===== src/rtl/user_data_check_if.sv =====
// RX AXI-stream bundle for one Aurora lane (no back-pressure, so no tready).
// The generator drives through master; the checker listens through slave.
interface user_data_check_if;
  logic [63:0] tdata;
  logic [7:0]  tkeep;
  logic        tlast;
  logic        tvalid;

  modport master (output tdata, output tkeep, output tlast, output tvalid);
  modport slave  (input  tdata, input  tkeep, input  tlast, input  tvalid);
endinterface


===== src/rtl/user_data_check.sv =====
// Receive-side checker for Aurora 64B66B user-data loopback frames: validates header, sequence,
// length, payload and tkeep; emits per-frame pulses, saturating counters and sticky error flags.
module user_data_check #(
  parameter int unsigned P_FRAME_LEN = 16,
  parameter logic [31:0] P_HEADER    = 32'hA5A5_5A5A
) (
  input  logic                    i_clk,
  input  logic                    i_rst_n,
  input  logic                    i_channel_up,
  user_data_check_if.slave        s_axi_rx,
  output logic                    o_frame_ok,
  output logic                    o_frame_err,
  output logic [31:0]             o_good_cnt,
  output logic [31:0]             o_err_cnt,
  output logic [3:0]              o_err_flags,
  output logic                    o_locked
);

  typedef enum logic [1:0] {StIdle, StData, StDrop} state_e;

  localparam logic [15:0] LastIdx = 16'(P_FRAME_LEN - 1);

  state_e      state_q, state_d;
  logic [15:0] idx_q, idx_d;
  logic [15:0] seq_q, seq_d;
  logic        locked_q, locked_d;
  logic [3:0]  acc_q, acc_d;
  logic        ok_q, ok_d;
  logic        err_q, err_d;
  logic [31:0] good_cnt_q, good_cnt_d;
  logic [31:0] err_cnt_q, err_cnt_d;
  logic [3:0]  flags_q, flags_d;

  // Error bit order: {keep, data, len, seq}
  logic [3:0]  beat_err;
  logic [3:0]  frame_errs;
  logic        frame_end;
  logic        keep_bad;
  logic        is_header;
  logic [15:0] rx_seq;
  logic [63:0] exp_word;

  always_comb begin
    state_d   = state_q;
    idx_d     = idx_q;
    seq_d     = seq_q;
    locked_d  = locked_q;
    acc_d     = acc_q;
    beat_err  = '0;
    frame_end = 1'b0;
    keep_bad  = s_axi_rx.tkeep != 8'hFF;
    is_header = s_axi_rx.tdata[63:32] == P_HEADER;
    rx_seq    = s_axi_rx.tdata[15:0];
    exp_word  = {seq_q, 16'h0000, 16'h0000, idx_q};

    if (!i_channel_up) begin
      // Abandon any in-flight frame silently; the next header re-locks.
      state_d  = StIdle;
      idx_d    = '0;
      locked_d = 1'b0;
      acc_d    = '0;
    end else if (s_axi_rx.tvalid) begin
      unique case (state_q)
        StIdle: begin
          if (is_header) begin
            beat_err[3] = keep_bad;
            beat_err[0] = locked_q && (rx_seq != seq_q + 16'd1);
            seq_d       = rx_seq;
            locked_d    = 1'b1;
            if (s_axi_rx.tlast) begin
              beat_err[1] = 1'b1;
              frame_end   = 1'b1;
              acc_d       = '0;
            end else begin
              state_d = StData;
              idx_d   = 16'd1;
              acc_d   = beat_err;
            end
          end
        end
        StData: begin
          beat_err[3] = keep_bad;
          beat_err[2] = s_axi_rx.tdata != exp_word;
          if (idx_q == LastIdx) begin
            if (s_axi_rx.tlast) begin
              frame_end = 1'b1;
              state_d   = StIdle;
            end else begin
              beat_err[1] = 1'b1;
              state_d     = StDrop;
            end
          end else if (s_axi_rx.tlast) begin
            beat_err[1] = 1'b1;
            frame_end   = 1'b1;
            state_d     = StIdle;
          end else begin
            idx_d = idx_q + 16'd1;
          end
          acc_d = frame_end ? 4'b0000 : (acc_q | beat_err);
        end
        StDrop: begin
          if (s_axi_rx.tlast) begin
            frame_end = 1'b1;
            state_d   = StIdle;
            acc_d     = '0;
          end
        end
        default: state_d = StIdle;
      endcase
    end
  end

  always_comb begin
    frame_errs = acc_q | beat_err;
    ok_d       = frame_end && (frame_errs == 4'b0000);
    err_d      = frame_end && (frame_errs != 4'b0000);
    good_cnt_d = good_cnt_q;
    err_cnt_d  = err_cnt_q;
    flags_d    = flags_q;
    if (ok_d && (good_cnt_q != 32'hFFFF_FFFF)) begin
      good_cnt_d = good_cnt_q + 32'd1;
    end
    if (err_d && (err_cnt_q != 32'hFFFF_FFFF)) begin
      err_cnt_d = err_cnt_q + 32'd1;
    end
    if (frame_end) begin
      flags_d = flags_q | frame_errs;
    end
  end

  always_ff @(posedge i_clk or negedge i_rst_n) begin
    if (!i_rst_n) begin
      state_q    <= StIdle;
      idx_q      <= '0;
      seq_q      <= '0;
      locked_q   <= 1'b0;
      acc_q      <= '0;
      ok_q       <= 1'b0;
      err_q      <= 1'b0;
      good_cnt_q <= '0;
      err_cnt_q  <= '0;
      flags_q    <= '0;
    end else begin
      state_q    <= state_d;
      idx_q      <= idx_d;
      seq_q      <= seq_d;
      locked_q   <= locked_d;
      acc_q      <= acc_d;
      ok_q       <= ok_d;
      err_q      <= err_d;
      good_cnt_q <= good_cnt_d;
      err_cnt_q  <= err_cnt_d;
      flags_q    <= flags_d;
    end
  end

  assign o_frame_ok  = ok_q;
  assign o_frame_err = err_q;
  assign o_good_cnt  = good_cnt_q;
  assign o_err_cnt   = err_cnt_q;
  assign o_err_flags = flags_q;
  assign o_locked    = locked_q;

endmodule


===== src/flat_wrapper.sv =====
// flat-port wrapper written by rule: the top's interface ports become plain ports
module user_data_check_flat 
#(
  parameter int unsigned P_FRAME_LEN = 16,
  parameter logic [31:0] P_HEADER    = 32'hA5A5_5A5A
)
  (i_clk, i_rst_n, i_channel_up, o_frame_ok, o_frame_err, o_good_cnt, o_err_cnt, o_err_flags, o_locked, s_axi_rx_tdata, s_axi_rx_tkeep, s_axi_rx_tlast, s_axi_rx_tvalid);
  user_data_check_if s_axi_rx_i ();
  input  logic i_clk;
  input  logic i_rst_n;
  input  logic i_channel_up;
  output logic o_frame_ok;
  output logic o_frame_err;
  output logic [31:0] o_good_cnt;
  output logic [31:0] o_err_cnt;
  output logic [3:0] o_err_flags;
  output logic o_locked;
  input wire logic [$bits(s_axi_rx_i.tdata)-1:0] s_axi_rx_tdata;
  input wire logic [$bits(s_axi_rx_i.tkeep)-1:0] s_axi_rx_tkeep;
  input wire logic [$bits(s_axi_rx_i.tlast)-1:0] s_axi_rx_tlast;
  input wire logic [$bits(s_axi_rx_i.tvalid)-1:0] s_axi_rx_tvalid;
  assign s_axi_rx_i.tdata = s_axi_rx_tdata;
  assign s_axi_rx_i.tkeep = s_axi_rx_tkeep;
  assign s_axi_rx_i.tlast = s_axi_rx_tlast;
  assign s_axi_rx_i.tvalid = s_axi_rx_tvalid;
  user_data_check #(.P_FRAME_LEN(P_FRAME_LEN), .P_HEADER(P_HEADER)) u_core (.i_clk(i_clk), .i_rst_n(i_rst_n), .i_channel_up(i_channel_up), .s_axi_rx(s_axi_rx_i), .o_frame_ok(o_frame_ok), .o_frame_err(o_frame_err), .o_good_cnt(o_good_cnt), .o_err_cnt(o_err_cnt), .o_err_flags(o_err_flags), .o_locked(o_locked));
endmodule

===== config.mk =====
export PLATFORM = sky130hd
export DESIGN_NAME = user_data_check_flat
export DESIGN_NICKNAME = d
export VERILOG_FILES = /design/src/rtl/user_data_check_if.sv /design/src/rtl/user_data_check.sv /design/src/flat_wrapper.sv
export SDC_FILE = /design/constraint.sdc
export NUM_CORES = 1
export LEC_CHECK = 0
export BUFFER_PORTS_ARGS = -buffer_cell sky130_fd_sc_hd__buf_2
export CORE_MARGIN = 2
export CORE_UTILIZATION = 28
export CTS_CLUSTER_DIAMETER = 150
export DETAILED_ROUTE_END_ITERATION = 16
export MAX_ROUTING_LAYER = met4
export PLACE_DENSITY_LB_ADDON = 0.25
export SLEW_MARGIN = 5
export SYNTH_ARGS = -nofsm -noshare
export SYNTH_HDL_FRONTEND = slang
export SYNTH_SLANG_ARGS = --single-unit
export TNS_END_PERCENT = 100

===== constraint.sdc =====
create_clock -name i_clk -period 3.8 [get_ports i_clk]
set_clock_uncertainty 0.1 [all_clocks]
set_input_delay 1.14 -clock i_clk [delete_from_list [all_inputs] [get_ports i_clk]]
set_output_delay 1.14 -clock i_clk [all_outputs]
set_load 0.02 [all_outputs]

==> impl_metrics.csv <==
group,metric,value,unit
outcome,status,"completed",
clock_tree,cts_tree,"built",
route,drtAntennaViolNets,0,
route,finalWirelength,17.3,mm
finish,multi_input_area,3430,um^2
yosys,synth_compound_area_frac,0.0688,
yosys,ys_warn_count,0,
sta,fin_crit_sh,0.961,
yosys,synth_edf_count,0,
yosys,netlist_instances,646,
route,viasPerCell,4.87,
sta,tightestPinTransition,0.651,ns
placed_design,dpl.cell_count,1084,
yosys,synthesis.area,6330,um^2
global_routing,grt_pass1_wl,27.9,mm
clock_tree,postCtsHoldBufs,0,
finish,n_fill_cell,2268,
clock_tree,htreeDepth,3,
yosys,postSynthAreaPerCell,9.79,um^2
yosys,synth_fa_ha_area_frac,0.0158,
clock_tree,clkLatencyLatePin,0.36,ns
yosys,synth_xor_area_frac,0.169,
placed_design,place_area,7620,um^2
worst_hold_path,min_path_type,"reg -> reg",
finish,syn2layout_area_growth,25.3,%
yosys,synth_simple_gate_area_frac,0.257,
die,die_h,154,um
placed_design,place_congestion,0.831,
placed_design,port_buffers,147,
power,finalPower,2.63,mW
worst_setup_path,critPathKind,"in -> reg",
clock_tree,post_cts_buffers,0,
worst_setup_path,end_kind,"flop",
die,io-pin-count,148,
finish,seq_area,2730,um^2
yosys,synthMuxAreaShare,0.0303,
yosys,synth-seq-cells,109,
finish,layout_common_cells,"146 x buf_2, 109 x dfrtp_1, 86 x xnor2_1",
route,post-route-drc-count,0,
sta,fmax,274,MHz
worst_setup_path,crit_fanout,11,
die,die-area,23800,um^2
worst_setup_path,cp_top_family,"simple AND/OR/NAND/NOR gates",
clock_tree,cts_buffers,9,
global_routing,grt_overflow,0,
die,initial_utilization,0.287,
global_routing,first_global_vias,5181,
finish,final_common_cell,"buf_2",
route,drt_iter0_drc,245,
sta,rsz0062_at_grt,"no",
worst_setup_path,cp.required,3.99,ns
power,p_leak,3.72,nW
sta,slew_headroom,0.563,
yosys,synth_top_family_by_area,"simple AND/OR/NAND/NOR gates",
global_routing,grt_max_degree,46,
route,dr.pass1.iters,5,
power,p_per_area,332,nW/um^2
die,die_x,154,um
worst_setup_path,cp.buffers_inverters,2,
clock_tree,clockBufferDepth,2,
worst_setup_path,crit_path_start_kind,"input port",
global_routing,antenna_found_initial,0,
finish,finalNetCount,900,
die,num_rows,54,
power,ir_drop,250,uV
placed_design,place_hpwl,13.3,mm
clock_tree,cts_root_buf,"clkbuf_16",
run,max_cap_viol_count,0,
route,num_vias,5362,
clock_tree,cts-resized-gates,0,
sta,drv_slew,0,
sta,tns,0,ns
yosys,synthDistinctLibCells,59,
sta,finalCriticalPeriod,3.65,ns
sta,setup_viol,0,
yosys,postSynth.asyncResetShare,1.00,
die,fp.coreArea,22000,um^2
worst_setup_path,critical_path.max_stage_delay,0.56,ns
clock_tree,clkTransAtPathRegs,0.08,ns
sta,hold_viol_final,0,
clock_tree,cts_sinks,109,
yosys,ys_seq_area_frac,0.431,
finish,final_cell_area,7930,um^2
yosys,synth_fp_nets,731,
finish,num_antenna_cells,0,
worst_setup_path,worstPathArrival,3.84,ns
worst_setup_path,crit_slowest_cell,"or4_4",
yosys,ys.flop_type,"dfrtp_1",
finish,fin_cells,1100,
route,wl_per_cell,15.7,um
finish,drive_above_1_share,0.288,
worst_setup_path,crit_chain,"buf_2 > or4b_4 > or4_4 > nor3_4 > o21ai_2 > nor4_4 > buf_4 > nand2_2 > nor4_1 > xor2_1",
global_routing,gr-usage-all-layers,0.151,
-- cells in the mapped netlist (16+ instances only) --
master / count / area, um^2
dfrtp_1: 109 / 2730
xnor2_1: 86 / 753
nand2_1: 48 / 180
nand4_1: 43 / 269
nand3_1: 39 / 195
nor2_1: 36 / 135
xor2_1: 36 / 315
inv_1: 25 / 93.8
clkbuf_1: 20 / 75.1
nor3_1: 20 / 100
o21ai_0: 20 / 100
nor4_1: 18 / 113
mux2_2: 17 / 191
a21oi_1: 16 / 80.1
-- per-layer routing --
metal,part of all wire,vias to the layer above,routed length (um),track usage
met3,0.045,16,787,0.0277
met5,0,-,0,-
li1,-,2645,-,-
met4,0.015,0,263,0.0406
met1,0.48,2567,8260,0.200
met2,0.46,134,8000,0.239
-- cell families after synthesis --
family,after synthesis
AOI/OAI and AO/OA,67
adders and majority gates,8
DFF,109
xor gates and xnor gates,122
and+or+nand+nor,277
muxes,17
buffers and inverters,46
-- worst reg2reg max path, stage by stage, from the launching register on --
cell and delay, ns:
dfrtp_1 0.49, ha_1 0.31, nor4bb_1 0.34, nand4_1 0.39, xor2_1 0.28, o221ai_2 0.15, buf_4 0.17, nor4_4 0.12
buf_4 0.19, nand2_2 0.19, nor4_1 0.29, xor2_1 0.17
-- final cells by class --
class,instances,share of cell area
multi-input cells,491,0.433
flip-flops and latches,109,0.344
repair buffers,179,0.128
well taps,280,0.0442
clock buffers,9,0.0284
inverters,25,0.0118
clock inverters,7,0.0104
-- path summary, 6_finish.rpt --
check / start / end / slack [ns] / depth (start not counted)
max: s_axi_rx_tdata[59] / u_core.o_good_cnt[25] / 0.15 / 10
min: u_core.o_err_flags[2] / u_core.o_err_flags[2] / 0.37 / 1
max reg2reg: u_core.idx_q[0] / u_core.o_good_cnt[25] / 0.55 / 11
min reg2reg: u_core.o_err_flags[2] / u_core.o_err_flags[2] / 0.37 / 1
max in group asynchronous: i_rst_n / u_core.o_good_cnt[9] / 2.16 / 2
min in group asynchronous: i_rst_n / u_core.seq_q[6] / 0.57 / 1
-- registers in the layout (all words and copies together) (netlist names) --
signal / cells
u_core.o_frame_err: 1
u_core.o_frame_ok: 1
u_core.state_q: 2
u_core.o_err_flags: 4
u_core.idx_q: 16
u_core.seq_q: 16
u_core.o_err_cnt: 32
u_core.o_good_cnt: 32
u_core.acc_q: 4
u_core.o_locked: 1
-- stage by stage --
step / hold slack (ns) / worst slack, ns / utilization
2_1_floorplan: 0.380 / 0.0156 / -
3_3_place_gp: 0.362 / -0.166 / 0.346
3_5_place_dp: 0.358 / -0.233 / 0.346
4_1_cts: 0.380 / 0.128 / 0.360
5_1_grt: 0.401 / 0.00931 / 0.360
6_report: 0.372 / 0.149 / 0.360
-- report_power, final --
group / internal [mW] / switching, mW
Sequential: 1.20 / 0.0449
Combinational: 0.157 / 0.222
Clock: 0.478 / 0.523
Total: 1.84 / 0.791
No activity file was read; power rests on OpenSTA's default activity.
